**src/rtl/cram_burst_arbiter.sv**
```systemverilog
// Two-port burst arbiter in front of the CellularRAM burst controller.
// Port 0 has fixed priority, and a starvation guard bounds how long port 1 waits.
module cram_burst_arbiter #(
  parameter int AW     = 20,
  parameter int DW     = 16,
  parameter int LW     = 5,
  parameter int STARVE = 4
) (
  input  logic          CLK,
  input  logic          Reset,
  input  logic          Req0,
  input  logic          Write0,
  input  logic [AW-1:0] Addr0,
  input  logic [LW-1:0] Len0,
  input  logic [DW-1:0] WrData0,
  input  logic          Req1,
  input  logic          Write1,
  input  logic [AW-1:0] Addr1,
  input  logic [LW-1:0] Len1,
  input  logic [DW-1:0] WrData1,
  output logic          Gnt0,
  output logic          Gnt1,
  output logic          WrTake0,
  output logic          WrTake1,
  output logic          RdValid0,
  output logic          RdValid1,
  output logic          Done0,
  output logic          Done1,
  output logic [DW-1:0] RdData,
  output logic          Err,
  output logic          MemStart,
  output logic          MemWrite,
  output logic [AW-1:0] MemAddr,
  output logic [LW-1:0] MemLen,
  output logic [DW-1:0] MemWrData,
  input  logic          MemBusy,
  input  logic          MemWrTake,
  input  logic          MemRdValid,
  input  logic [DW-1:0] MemRdData,
  input  logic          MemDone
);

  localparam int SW = $clog2(STARVE + 1);

  typedef enum logic [1:0] {IDLE, ISSUE, ACTIVE, FINISH} stateT;

  stateT         state;
  logic          owner;
  logic [SW-1:0] starve;
  logic [LW-1:0] beatCount;

  logic          pick1;
  logic          pick0;
  logic          beatIn;
  logic          fwdBeat;
  logic [LW-1:0] countNext;
  logic [LW-1:0] winLen;

  function automatic logic [LW-1:0] clampLen(input logic [LW-1:0] len);
    if (len > LW'(16)) begin
      return LW'(16);
    end else begin
      return len;
    end
  endfunction

  assign pick1     = Req1 && (!Req0 || (starve == SW'(STARVE)));
  assign pick0     = !pick1 && Req0;
  assign winLen    = pick1 ? Len1 : Len0;
  assign beatIn    = MemWrTake || MemRdValid;
  // Beats beyond the programmed length are swallowed rather than forwarded.
  assign fwdBeat   = (state == ACTIVE) && beatIn && (beatCount != MemLen);
  assign countNext = beatCount + LW'(fwdBeat);

  assign WrTake0   = fwdBeat && MemWrTake && !owner;
  assign WrTake1   = fwdBeat && MemWrTake && owner;
  assign RdValid0  = fwdBeat && MemRdValid && !owner;
  assign RdValid1  = fwdBeat && MemRdValid && owner;
  assign RdData    = MemRdData;
  assign MemWrData = owner ? WrData1 : WrData0;
  assign MemStart  = (state == ISSUE) && !MemBusy;

  // Arbitration, command latch, beat accounting and completion sequencing.
  always_ff @(posedge CLK or posedge Reset) begin
    if (Reset) begin
      state     <= IDLE;
      owner     <= 1'b0;
      starve    <= '0;
      beatCount <= '0;
      Err       <= 1'b0;
      Gnt0      <= 1'b0;
      Gnt1      <= 1'b0;
      Done0     <= 1'b0;
      Done1     <= 1'b0;
      MemWrite  <= 1'b0;
      MemAddr   <= '0;
      MemLen    <= '0;
    end else begin
      Gnt0 <= 1'b0;
      Gnt1 <= 1'b0;
      case (state)
        IDLE: begin
          if (beatIn || MemDone) begin
            Err <= 1'b1;
          end
          if (pick1 || pick0) begin
            owner     <= pick1;
            Gnt1      <= pick1;
            Gnt0      <= pick0;
            MemWrite  <= pick1 ? Write1 : Write0;
            MemAddr   <= pick1 ? Addr1 : Addr0;
            MemLen    <= clampLen(winLen);
            beatCount <= '0;
            state     <= (winLen == LW'(0)) ? FINISH : ISSUE;
            // Starve counts consecutive port-0 wins taken while port 1 waited.
            if (pick0 && Req1) begin
              starve <= (starve == SW'(STARVE)) ? starve : starve + SW'(1);
            end else begin
              starve <= '0;
            end
          end
        end
        ISSUE: begin
          if (beatIn || MemDone) begin
            Err <= 1'b1;
          end
          if (!MemBusy) begin
            state <= ACTIVE;
          end
        end
        ACTIVE: begin
          beatCount <= countNext;
          if (beatIn && (beatCount == MemLen)) begin
            Err <= 1'b1;
          end
          if (MemDone) begin
            if (countNext != MemLen) begin
              Err <= 1'b1;
            end
            Done0 <= !owner;
            Done1 <= owner;
            state <= FINISH;
          end
        end
        FINISH: begin
          // Zero-length bursts arrive here without a Done pulse and hold one cycle for it.
          if (Done0 || Done1) begin
            Done0 <= 1'b0;
            Done1 <= 1'b0;
            state <= IDLE;
          end else begin
            Done0 <= !owner;
            Done1 <= owner;
          end
        end
        default: begin
          state <= IDLE;
        end
      endcase
    end
  end

endmodule

```
**config.mk**
```make
export PLATFORM = sky130hd
export DESIGN_NAME = cram_burst_arbiter
export DESIGN_NICKNAME = d
export VERILOG_FILES = /design/src/rtl/cram_burst_arbiter.sv
export SDC_FILE = /design/constraint.sdc
export NUM_CORES = 1
export LEC_CHECK = 0
export BUFFER_PORTS_ARGS = -buffer_cell sky130_fd_sc_hd__clkbuf_2
export CORE_MARGIN = 4
export CORE_UTILIZATION = 23
export CTS_CLUSTER_SIZE = 10
export DETAILED_ROUTE_END_ITERATION = 10
export PLACE_DENSITY = 0.58
export SLEW_MARGIN = 0
export SYNTH_ARGS = -nofsm -noshare
export SYNTH_HDL_FRONTEND = slang
export SYNTH_SLANG_ARGS = --single-unit
```
**constraint.sdc**
```tcl
create_clock -name CLK -period 3.36 [get_ports CLK]
set_input_delay 0.672 -clock CLK [delete_from_list [all_inputs] [get_ports CLK]]
set_output_delay 0.672 -clock CLK [all_outputs]
set_load 0.02 [all_outputs]
```
==> results.txt, run 1 <==
- Outcome: finished, final reports clean
* Mapped cell area: 2650 um^2
* Number of antenna cells inserted: 0
- Switching share of total power: 0.429
- Fillers: 1168
- Part of the total power dissipated in the clock network: 0.192
* Clock transition at the registers of the reported paths: 60 ps
- Leakage: 1.81 nW
- Fmax achieved: 347 MHz
- Synth top area share: 0.396
- By startpoint and endpoint, the worst setup path is classified as register to register.
* I/O pin count: 176
* Initial core utilization: 0.239
- Final weighted congestion in routability-driven placement: 0.762
- Summed over all instances, the cell type with the most area after synthesis is sky130_fd_sc_hd__dfrtp_1.
* Final sum of negative setup slack: 0 ps
- The tool flagged a number of max-cap violations equal to 0.
* Worst endpoint required time: 3520 ps
- Top fanout value on the critical path: 6
* R2R setup slack: 480 ps
- Hold Fails Final Rpt: 0
- The count of pins over their slew limit came to 0.
- CTS tree: done
* Number of H-tree levels: 2
- Between clock sinks in the finished design, the worst skew comes to 6.78 ps.
* Remaining DRCs: 0
- The area growth from synthesis to layout is 34.7%.
- The finished cells cover 3570 um^2.
* Ys async rst share: 1.00
- After clock tree synthesis, the flow added hold-fix buffers numbering 0.
* Total wire length after detailed routing: 7.16 mm
- After synthesis, the netlist uses 45 different library cells.
- Worst IR drop on VDD: 0.320 mV
- Dividing the detail-routed wire length by the instance count gives 13.3 um.
- Kind of end point of the critical path: register
* Max clock buf depth: 2
- Buffers added to address setup during post-CTS repair amount to 0.
* First DRT Iteration DRCs: 73
* Final design utilization: 0.322
- The die covers 13300 um^2.
* Initial antenna violation count: 0
* Max-slew headroom: 0.428
* Skew-Pair Late Insertion Delay: 280 ps
- Internal: 1.59 mW
- Top flip-flop cell by instance count after synthesis: sky130_fd_sc_hd__dfrtp_1
- Power share of the sequential group: 0.320
- Across every metal layer, demand over resource in global routing totals 0.106.
- Fraction of final layout cells with drive strength greater than 1: 0.458
- Endpoint of the lowest-slack register-to-register path: Err
- Summed over all nets, the switching power comes to 1.20 mW.
- Number of enable-type register cells in the synthesized netlist: 0
- Die extent in y: 115 um
* Number of optimization iterations in the first detailed-route pass: 4
- Summed over all layers, the global routing overflow is 0.
- Of the total power, combinational logic draws 0.488.
- Number of placement rows: 38
- Pin count of the biggest net entering global routing: 45
* Power per standard cell area: 782 nW/um^2
- By count the netlist is led by 42 x sky130_fd_sc_hd__dfrtp_1, 37 x sky130_fd_sc_hd__nand2_1, 29 x sky130_fd_sc_hd__o21ai_0, 25 x sky130_fd_sc_hd__mux2i_1.
* Half-perimeter wire length of the detailed placement result: 5.90 mm
- Warnings, synthesis: 0
- Number of instances in the synthesized netlist: 273
* Crit Reg-Reg Startpoint: MemLen[1]
* Clock tree root buffer cell: sky130_fd_sc_hd__clkbuf_16
* Final Power: 2.79 mW
- Data arrival time of the worst path: 3040 ps
* Leading cell types by total area after synthesis: sky130_fd_sc_hd__dfrtp_1 40%, sky130_fd_sc_hd__mux2i_1 9.4%, sky130_fd_sc_hd__mux2_2 7.6%
* Post-route clock period utilization: 0.857
- Synthesized net count: 389
* Cell with the most instances after synthesis: sky130_fd_sc_hd__dfrtp_1
* Number of resized instances in the post-cts repair step: 0
- RSZ-0062 raised after global routing: false
* Setup violators final: 0
- Cell depth of the worst flop-to-flop path: 10
- TritonCTS buffer count: 5
- Count of clock tree sinks: 42
* Final net count: 512
* Number of input and output port buffers inserted: 143
- Total via count after detailed routing: 2317
* Wire length of the first global-routing pass: 11.4 mm
* Worst-Margin Slew: 858 ps
* Area after DPL: 3410 um^2
- Worst hold-check path type: input port to async pin
- Post-Syn Area per Cell: 9.71 um^2
* Final critical-path required period: 2880 ps
- The floorplan step set the die width to 115 um.
- Std-Cell Core Area: 11100 um^2
- Vias in the first global route: 2390
- Startpoint type of the worst setup path: register
- The count of nets left with antenna violations once routing finished came out at 0.
- Fraction of the yosys area taken by sequential cells: 0.396
- Number of vias per cell after detailed routing: 4.31
- Across all hold checks on the routed design, the worst slack comes to 282 ps.
- Seq cells post-synth: 42
[layout make-up]
type / count / area, um^2 / share of cell area
Multi-Input combinational cell: 188 / 1390 / 0.389
Clock buffer: 5 / 125 / 0.0350
Tap cell: 140 / 175 / 0.0491
Clock inverter: 3 / 40.0 / 0.0112
Timing Repair Buffer: 147 / 746 / 0.209
Inverter: 12 / 45.0 / 0.0126
Sequential cell: 42 / 1050 / 0.294
[logic make-up (layout without fill, tap and decap cells)]
kind of cell,Yosys count,in the layout,synth area share
buffers and inverters,43,167,0.0883
AOI/OAI and AO/OA,60,60,0.154
xor gates and xnor gates,9,9,0.0297
muxes,43,43,0.171
adders and majority gates,8,8,0.0378
DFF,42,42,0.396
and+or+nand+nor,68,68,0.123
[worst max-delay path: stages, from the launching register on]
cell and delay [ps]:
sky130_fd_sc_hd__dfrtp_1 430, sky130_fd_sc_hd__xor2_1 180, sky130_fd_sc_hd__nor4_1 400, sky130_fd_sc_hd__a21boi_0 260, sky130_fd_sc_hd__o21a_1 170, sky130_fd_sc_hd__ha_1 190, sky130_fd_sc_hd__ha_1 260, sky130_fd_sc_hd__o21ba_2 220
sky130_fd_sc_hd__a221o_1 340, sky130_fd_sc_hd__a211oi_1 210, sky130_fd_sc_hd__o21ai_0 100
[registers in the layout, summed over array words and instances (netlist names)]
| register | cells |
|---|---|
| MemAddr | 20 |
| MemLen | 5 |
| beatCount | 5 |
| starve | 3 |
| state | 2 |
| Done0 | 1 |
| Done1 | 1 |
| Err | 1 |
| Gnt0 | 1 |
| Gnt1 | 1 |
| MemWrite | 1 |
| owner | 1 |
[how the worst max path moves through the flow]
stage	depth (start not counted)	slack (ps)	start	end
final	10	480	MemLen[1]	Err
after global placement	10	590	MemLen[1]	Err
after global routing	10	160	MemLen[4]	Err
after detailed placement	10	480	MemLen[1]	Err
after floorplan	10	730	MemLen[1]	Err
after CTS	10	480	MemLen[1]	Err
[cells in the final DEF (no fill, tap or decap), types with 2 or more instances in the layout]
cell | Yosys | routed
sky130_fd_sc_hd__a21o_1 | 2 | 2
sky130_fd_sc_hd__a21oi_1 | 3 | 2
sky130_fd_sc_hd__a22o_1 | 3 | 3
sky130_fd_sc_hd__a32o_1 | 3 | 3
sky130_fd_sc_hd__and3_1 | 5 | 5
sky130_fd_sc_hd__buf_4 | 18 | 4
sky130_fd_sc_hd__clkbuf_16 | 0 | 5
sky130_fd_sc_hd__clkbuf_2 | 0 | 143
sky130_fd_sc_hd__clkinv_2 | 0 | 2
sky130_fd_sc_hd__dfrtp_1 | 42 | 42
sky130_fd_sc_hd__ha_1 | 8 | 8
sky130_fd_sc_hd__inv_1 | 12 | 11
sky130_fd_sc_hd__mux2_2 | 18 | 18
sky130_fd_sc_hd__mux2i_1 | 25 | 25
sky130_fd_sc_hd__nand2_1 | 37 | 37
sky130_fd_sc_hd__nand2b_1 | 3 | 3
sky130_fd_sc_hd__nand3_1 | 5 | 5
sky130_fd_sc_hd__nand4_1 | 2 | 2
sky130_fd_sc_hd__nor2_1 | 6 | 6
sky130_fd_sc_hd__o21a_1 | 3 | 3
sky130_fd_sc_hd__o21ai_0 | 29 | 29
sky130_fd_sc_hd__o22ai_1 | 2 | 2
sky130_fd_sc_hd__o31ai_1 | 4 | 4
sky130_fd_sc_hd__or3b_2 | 2 | 2
sky130_fd_sc_hd__xnor2_1 | 5 | 5
sky130_fd_sc_hd__xor2_1 | 4 | 4
[power by group through the flow]
stage          logic, mW  registers, mW  clock network, mW
5_1_grt             1.53          0.928              0.578
4_1_cts             1.39          0.894              0.558
6_report            1.36          0.893              0.536
2_1_floorplan      0.788           1.05                  0
3_3_place_gp        1.36          0.888                  0
3_5_place_dp        1.39          0.895                  0
[per-stage QoR]
stage          worst slack [ps]  cells
2_1_floorplan               726    273
4_1_cts                     484    537
3_3_place_gp                594    529
3_5_place_dp                483    529
5_1_grt                     158    537
6_report                    482    537
[layer usage]
layer	part of all wire	GRT usage
met5	0	0
met4	0.0066	0.0274
met3	0.063	0.0226
met2	0.49	0.176
met1	0.44	0.140
Note: power is estimated with default switching activity, not from simulation.
==> run 2, diff against run 1 <==
==> constraint.sdc (replaced) <==
create_clock -name CLK -period 3.36 [get_ports CLK]
set_input_delay 0.168 -clock CLK [delete_from_list [all_inputs] [get_ports CLK]]
set_output_delay 0.168 -clock CLK [all_outputs]
set_load 0.02 [all_outputs]
==> results.txt, run 2 (synthesized netlist as in run 1, its figures left out) <==
- Half-perimeter wire length of the detailed placement result: 5.87 mm (-0.58%)
- The length in cells of the worst reg-to-reg path is 10 (unchanged).
- Violated checks: negative hold slack
- Clock transition at the registers of the reported paths: 60 ps (about the same)
* CTS tree: done
* Initial antenna violation count: 0 (unchanged)
- The number of nets in the layout is 512 (unchanged).
- Die extent in y: 115 um (unchanged)
- Summed area of non-filler cells in the final layout: 3570 um^2 (+0.11%)
* Number of buffers added for setup after CTS: 0 (unchanged)
* Routed Antenna Nets: 0 (unchanged)
- The cell internal power dissipation was 1.61 mW (+1.2%).
- The part of the power in registers came to 0.317 (-0.003).
* Final weighted congestion in routability-driven placement: 0.771 (+1.1%)
* Clock tree root buffer cell: sky130_fd_sc_hd__clkbuf_16
- The max-capacitance violation count is 0 (unchanged).
* Number of vias per cell after detailed routing: 4.40 (+1.9%)
- R2R setup slack: 460 ps (-20 ps)
- The count of pins over their slew limit was 0 (unchanged).
- The total routing resource utilization after global routing is 0.107 (+0.00106).
- The maximum vdd drop came to 0.300 mV (-6.3%).
- Fraction of final layout cells with drive strength greater than 1: 0.457 (-0.00137)
* Top fanout value on the critical path: 6 (unchanged)
- TritonCTS buffer count: 5 (unchanged)
- In the final layout, the registers with the most flip-flops are MemAddr (20), MemLen (5), beatCount (5).
* Critical Path Most Common Cell: sky130_fd_sc_hd__ha_1
- The routed wire length on met2 came to 3.55 mm (+0.71%).
* Largest reg by FF count: MemAddr
- The worst slack after detailed placement is 494 ps (+10.5 ps).
* Startpoint type of the worst setup path: register
* Total wire length after detailed routing: 7.19 mm (+0.39%)
- Sum of routed wire segments on met1: 2.95 mm (-6.2%)
* First DRT Iteration DRCs: 69 (-5.5%)
- The measured slew at the worst slew-check pin is 813 ps (-45.0 ps).
- Highest metal layer with signal wires: met4
- GRT overflow: 0 (unchanged)
- The maximum number of pins on one net before global-route repair is 48 (+6.7%).
- Worst hold-check path type: input port to async pin
- The die outline area is 13300 um^2 (unchanged).
* Number of optimization iterations in the first detailed-route pass: 4 (unchanged)
- Vias in the first global route: 2414 (+1.0%)
- Data arrival time of the worst path: 3060 ps (+20 ps)
- Commonest non-fill, non-tap cell in the layout: sky130_fd_sc_hd__clkbuf_2
- Worst setup path startpoint: beatCount[3]
* Setup violators final: 0 (unchanged)
* Endpoint of the lowest-slack register-to-register path: Err
- The flow ran to the end, but the final reports show violations.
- The met3 wire length is 590 um (+31%).
* Kind of end point of the critical path: register
* Final Non-Filler Cells: 536 (-0.19%)
- Switching power total: 1.19 mW (-0.65%)
- The least setup slack across all paths after layout is 464 ps (-18.1 ps).
* Floorplan die width: 115 um (unchanged)
- Crit Reg-Reg Startpoint: beatCount[3]
- Post-route clock period utilization: 0.862 (+0.00537)
- The number of buffers on the longest clock path is 2 (unchanged).
- The largest individual stage delay along the critical path comes from the cell sky130_fd_sc_hd__or3b_2.
* Wire length of the first global-routing pass: 11.3 mm (-1.5%)
* Final design utilization: 0.323 (+0.000339)
- The number of fill cells was 1147 (-1.8%).
* Placed cell count: 529 (unchanged)
- The clock latency on the worst-skew pair is 290 ps (about the same).
* CP Class: register to register
* Switching share of total power: 0.424 (-0.00442)
- Hold_buf cts: 0 (unchanged)
- Combinational share of power: 0.484 (-0.004)
- Area growth from synthesis to final layout: 34.8%
* Leakage: 1.80 nW (about the same)
- Worst clock skew: 11.7 ps (+4.96 ps)
* Hold Fails Final Rpt: 20 (+20)
- The clock network power share came to 0.199 (+0.007).
- The required time of the critical path is 3520 ps (about the same).
* I/O pin count: 176 (unchanged)
- The quantity of I/O buffers inserted on ports is 143 (unchanged).
- Final hold slack: -8.64 ps (-290 ps)
- Leading cell types in the layout, fill and taps excluded: 143 x sky130_fd_sc_hd__clkbuf_2, 42 x sky130_fd_sc_hd__dfrtp_1, 37 x sky130_fd_sc_hd__nand2_1
* Final Power: 2.80 mW (+0.38%)
- Remaining DRCs: 0 (unchanged)
- The number of flip-flops in the largest register came to 20 (unchanged).
* Number of H-tree levels: 2 (unchanged)
- Worst stage delay on the critical path: 460 ps (+30 ps)
* Initial core utilization: 0.239 (unchanged)
- The final critical-path required period is 2900 ps (+18.1 ps).
- Number of resized instances in the post-cts repair step: 0 (unchanged)
* Number of antenna cells inserted: 0 (unchanged)
- The total clock sinks is 42 (unchanged).
- Std-Cell Core Area: 11100 um^2 (unchanged)
- The total vias in the final route was 2357 (+1.7%).
- Number of placement rows: 38 (unchanged)
- The setup TNS is 0 ps (unchanged).
- The worst slew margin relative to its limit is 0.458 (+0.0300).
- The critical path goes through xor2_1 -> nor4_1 -> a21boi_0 -> o21a_1 -> ha_1 -> ha_1 -> nand3_1 -> or3b_2 -> a211oi_1 -> o21ai_0.
* Fmax achieved: 345 MHz (-0.62%)
- RSZ-0062 raised after global routing: false
- The cell area power density came to 784 nW/um^2 (+0.28%).
- Avg WL per Cell: 13.4 um (+0.58%)
- Area after DPL: 3410 um^2 (unchanged)
run 2: cell count changes in the layout (fill, tap and decap cells not counted):
| cell | previous run | this run |
|---|---|---|
| sky130_fd_sc_hd__clkinv_2 | 2 | 0 |
| sky130_fd_sc_hd__clkbuf_8 | 0 | 1 |
run 2: routing by layer:
metal	up-vias	track usage
met1	1066	0.125
li1	1195	-
met5	-	0
met4	0	0.0407
met3	7	0.0337
met2	89	0.184
run 2: how the worst max path moves through the flow:
stage	slack, ps	end	cells after the start
after floorplan	730	Err	10
after global placement	600	Err	10
after detailed placement	490	Err	10
after CTS	490	Err	10
after global routing	230	Err	10
final	460	Err	10
run 2: power groups by stage:
stage                     Clock [mW]  Combinational (mW)  Sequential, mW
after detailed placement           0                1.38           0.892
after CTS                      0.586                1.38           0.889
after floorplan                    0               0.788            1.05
after global placement             0                1.36           0.890
final                          0.558                1.36           0.887
after global routing           0.602                1.50           0.928
run 2: final cells by class:
type,count,area (um^2),share of cell area
timing repair buffer,147,746,0.209
clock inverter,1,30.0,0.00840
multi-input combinational,188,1390,0.389
clock buffer,6,139,0.0389
tap,140,175,0.0490
inverter,12,45.0,0.0126
sequential,42,1050,0.294
run 2: critical path, delay by kind of cell (launching register included):
| family | cells | cell delay, ps |
|---|---|---|
| xor+xnor | 1 | 270 |
| fa+ha+maj | 2 | 450 |
| flops | 1 | 430 |
| compound gates | 4 | 920 |
| simple gates | 3 | 710 |
==> run 3, diff against run 2 <==
--- a/config.mk
+++ b/config.mk
@@ -5,6 +5,7 @@
 export SDC_FILE = /design/constraint.sdc
 export NUM_CORES = 1
 export LEC_CHECK = 0
+export ABC_AREA = 1
 export BUFFER_PORTS_ARGS = -buffer_cell sky130_fd_sc_hd__clkbuf_2
 export CORE_MARGIN = 4
 export CORE_UTILIZATION = 23
==> results.txt, run 3 <==
* Final Power: 3.00 mW (+7.1%)
- The min-delay analysis places its worst path in the category input port to async pin.
- Final hold slack: 77.5 ps (+86.1 ps)
- The final number of hold-violating endpoints is 0 (-100%).
- Yosys instantiated no cell more often than sky130_fd_sc_hd__nand2_1.
* Floorplan die width: 115 um (-0.68%)
- Endpoint of the lowest-slack register-to-register path: Err
- Synth Area in Adders: 0.0383 (+0.000561)
* GRT overflow: 0 (unchanged)
- The cell internal power dissipation came to 1.60 mW (-0.66%).
- The max-capacitance violation count is 0 (unchanged).
- The portion of netlist area occupied by mux cells is 0 (-0.171).
- The static power due to leakage is 1.92 nW (+6.3%).
* Largest reg by FF count: MemAddr
* Synth top area share: 0.402 (+0.00589)
* Worst setup path startpoint: state[0]
- The ratio of cells with drive above 1 in the final layout was 0.324 (-0.133).
- The antenna violation net count after detailed routing was 0 (unchanged).
- Post-Syn Area per Cell: 7.02 um^2 (-28%)
- Final sum of negative setup slack: 0 ps (unchanged)
- The number of detailed-route iterations in the first pass was 4 (unchanged).
- The detailed-placement wirelength estimate is 5.86 mm (about the same).
- The maximum fanout along the worst path was 6 (unchanged).
- Total routing resource utilization after global routing: 0.116 (+0.00911)
* Cell depth of the worst flop-to-flop path: 15 (+5)
- Fmax achieved: 431 MHz (+25%)
- Floorplan die area: 13100 um^2 (-1.4%)
- Startpoint type of the worst setup path: register
- The DRC marker count from the first detailed-route iteration was 88 (+28%).
- Wire length of the first global-routing pass: 12.4 mm (+9.9%)
* Leading cell types by count after synthesis: 130 x sky130_fd_sc_hd__nand2_1, 44 x sky130_fd_sc_hd__a21oi_1, 43 x sky130_fd_sc_hd__nor2_1, 42 x sky130_fd_sc_hd__dfrtp_1, 30 x sky130_fd_sc_hd__inv_1
- Registers with the highest flip-flop counts: MemAddr (20), MemLen (5), beatCount (5)
- Combinational share of power: 0.514 (+0.030)
- Setup repair after global routing left no endpoint under its margin.
* Xor-xnor portion of the synthesized cell area: 0.0134 (-0.0163)
- Multi-input gate area in the final layout: 1250 um^2 (-9.7%)
* Number of distinct library cell variants in the gate-level netlist after synthesis: 25 (-44%)
* Area after DPL: 3320 um^2 (-2.6%)
- Flip-flop count of the largest register after layout: 20 (unchanged)
* Clock tree root buffer cell: sky130_fd_sc_hd__clkbuf_16
- The post-cts hold buffer count came to 0 (unchanged).
* Number of instances in the synthesized netlist: 372 (+36%)
- The post-route fraction of the period consumed by the critical path is 0.690 (-0.172).
* Leading cell types by total area after synthesis: sky130_fd_sc_hd__dfrtp_1 40%, sky130_fd_sc_hd__nand2_1 19%, sky130_fd_sc_hd__a21oi_1 8.4%
* Number of buffers added for setup after CTS: 0 (unchanged)
* Max-slew violation count: 0 (unchanged)
- The final setup skew was 5.20 ps (-6.54 ps).
* TritonCTS buffer count: 5 (unchanged)
- Pin count of the biggest net entering global routing: 43 (-10%)
- The worst register-to-register path begins at state[0].
* Number of antenna cells inserted: 0 (unchanged)
* Switching power total: 1.40 mW (+18%)
- Final weighted congestion in routability-driven placement: 0.826 (+7.1%)
- The maximum level of the CTS H-tree was 2 (unchanged).
- The count of synthesis-stage warnings from yosys is 0 (unchanged).
- Max-slew headroom: 0.384 (-0.0739)
- The switching share of power came to 0.466 (+0.0419).
- Leading cell types in the layout, fill and taps excluded: 143 x sky130_fd_sc_hd__clkbuf_2, 130 x sky130_fd_sc_hd__nand2_1, 44 x sky130_fd_sc_hd__a21oi_1
- I/O pin count: 176 (unchanged)
- CTS tree: done
* Remaining DRCs: 0 (unchanged)
- The number of nets in the layout is 610 (+19%).
* Final critical-path required period: 2320 ps (-578 ps)
- Fillers: 1190 (+3.7%)
- The minimum setup slack among reg-to-reg paths was 1040 ps (+580 ps).
- Total via count after detailed routing: 2727 (+16%)
* Worst endpoint required time: 3540 ps (+20 ps)
- Number of resized instances in the post-cts repair step: 0 (unchanged)
- Compared with the post-synthesis result, the final layout area differs by 33.5%.
- The cell area power density came to 861 nW/um^2 (+9.8%).
- Number of placement rows: 38 (unchanged)
* Part of the total power dissipated in the clock network: 0.187 (-0.012)
- Most area-hungry cell type in the Yosys netlist: sky130_fd_sc_hd__dfrtp_1
- The flip-flop and latch count after synthesis came to 42 (unchanged).
* Worst-Margin Slew: 922 ps (+109 ps)
- The per-cell via count in the routed design came to 4.30 (-2.2%).
* Number of input and output port buffers inserted: 143 (unchanged)
- The critical path ends at Err.
- The flow ran to the end, and the final reports show no timing, DRC or antenna violations.
* Max clock buf depth: 2 (unchanged)
- The async set-reset flop share out of synthesis is 1.00 (unchanged).
- The post-synthesis cell area was 2610 um^2 (-1.5%).
- Worst IR drop on VDD: 0.262 mV (-13%)
- The part of the power in registers is 0.298 (-0.019).
- Fraction of the yosys area taken by sequential cells: 0.402 (+0.00589)
- Synth Area in Compound Gates: 0.143 (-0.0116)
* Avg WL per Cell: 12.3 um (-8.3%)
* Die extent in y: 115 um (-0.68%)
* Setup violators final: 0 (unchanged)
- Initial core utilization: 0.238 (-0.00146)
* Vias in the first global route: 2653 (+9.9%)
- Skew-Pair Late Insertion Delay: 280 ps (about the same)
* Kind of end point of the critical path: register
* Synthesized net count: 488 (+25%)
- Number of enable-type register cells in the synthesized netlist: 0 (unchanged)
- Commonest non-fill, non-tap cell in the layout: sky130_fd_sc_hd__clkbuf_2
- The critical path data arrival time was 2500 ps (-560 ps).
- Std-Cell Core Area: 11000 um^2 (-0.86%)
- The total clock sinks was 42 (unchanged).
- The simple-gate share of the synthesized area was 0.285 (+0.163).
* Total wire length after detailed routing: 7.80 mm (+8.5%)
* CP Class: register to register
- The number of antenna violations at the first check in global routing is 0 (unchanged).
- The final instance area came to 3490 um^2 (-2.5%).
- The area taken by flip-flops and latches was 1050 um^2 (unchanged).
* Main combinational cell family by area after synthesis: simple AND/OR/NAND/NOR gates
- For this run, the leading register cell type out of synthesis is sky130_fd_sc_hd__dfrtp_1.
- The clock-pin slew on the worst setup and hold paths is 60 ps (about the same).
==> run 3: metal layers <==
layer  up-vias  global-route usage  part of all wire
li1       1398                   -                 -
met1      1213               0.143              0.43
met2       109               0.207              0.49
met3         7              0.0285             0.076
met4         0              0.0214            0.0059
met5         -                   0                 0
==> run 3: layout make-up <==
cell class | count | area share
multi-input cells | 270 | 0.360
flip-flops and latches | 42 | 0.301
repair buffers | 143 | 0.205
well taps | 140 | 0.0502
clock buffers | 6 | 0.0398
inverters | 32 | 0.0352
clock inverters | 1 | 0.00861
==> run 3: power by group through the flow <==
| stage | clock network [mW] | logic, mW | registers, mW |
|---|---|---|---|
| floorplan | 0 | 0.915 | 1.06 |
| CTS | 0.586 | 1.57 | 0.898 |
| global placement | 0 | 1.54 | 0.896 |
| global route | 0.611 | 1.74 | 0.934 |
| detailed placement | 0 | 1.57 | 0.899 |
| finish | 0.562 | 1.54 | 0.896 |
==> run 3: metrics by stage <==
stage | util | setup WS, ps | std cells
4_1_cts | 0.317 | 1040 | 634
3_5_place_dp | 0.302 | 1070 | 627
3_3_place_gp | 0.302 | 1140 | 627
2_1_floorplan | - | 1210 | 372
5_1_grt | 0.317 | 655 | 634
6_report | 0.317 | 1040 | 634
==> run 3: critical path, stage by stage, from the launching register on <==
cell	delay (ps)
sky130_fd_sc_hd__dfrtp_1	410
sky130_fd_sc_hd__inv_1	110
sky130_fd_sc_hd__ha_1	260
sky130_fd_sc_hd__o21ai_0	150
sky130_fd_sc_hd__nor2_1	210
sky130_fd_sc_hd__ha_1	220
sky130_fd_sc_hd__ha_1	210
sky130_fd_sc_hd__nand3_1	150
sky130_fd_sc_hd__nand3_1	100
sky130_fd_sc_hd__nand2_1	60
sky130_fd_sc_hd__nor2_1	90
sky130_fd_sc_hd__nand2_1	60
sky130_fd_sc_hd__nand2_1	50
sky130_fd_sc_hd__nand2_1	40
sky130_fd_sc_hd__nand2_1	50
sky130_fd_sc_hd__nand2_1	40
==> run 3: cell families after synthesis <==
logic type | after synthesis
compound gates | 68
flops | 42
buf+inv | 60
xor+xnor | 4
simple gates | 190
fa+ha+maj | 8
==> run 3: worst min-delay path by stage <==
stage	slack [ps]	startpoint	end
finish	80	Reset	MemAddr[7]
global route	100	Write1	MemWrite
CTS	100	Write1	MemWrite
detailed placement	340	MemRdData[1]	RdData[1]
global placement	340	MemRdData[1]	RdData[1]
floorplan	280	Req0	Gnt0
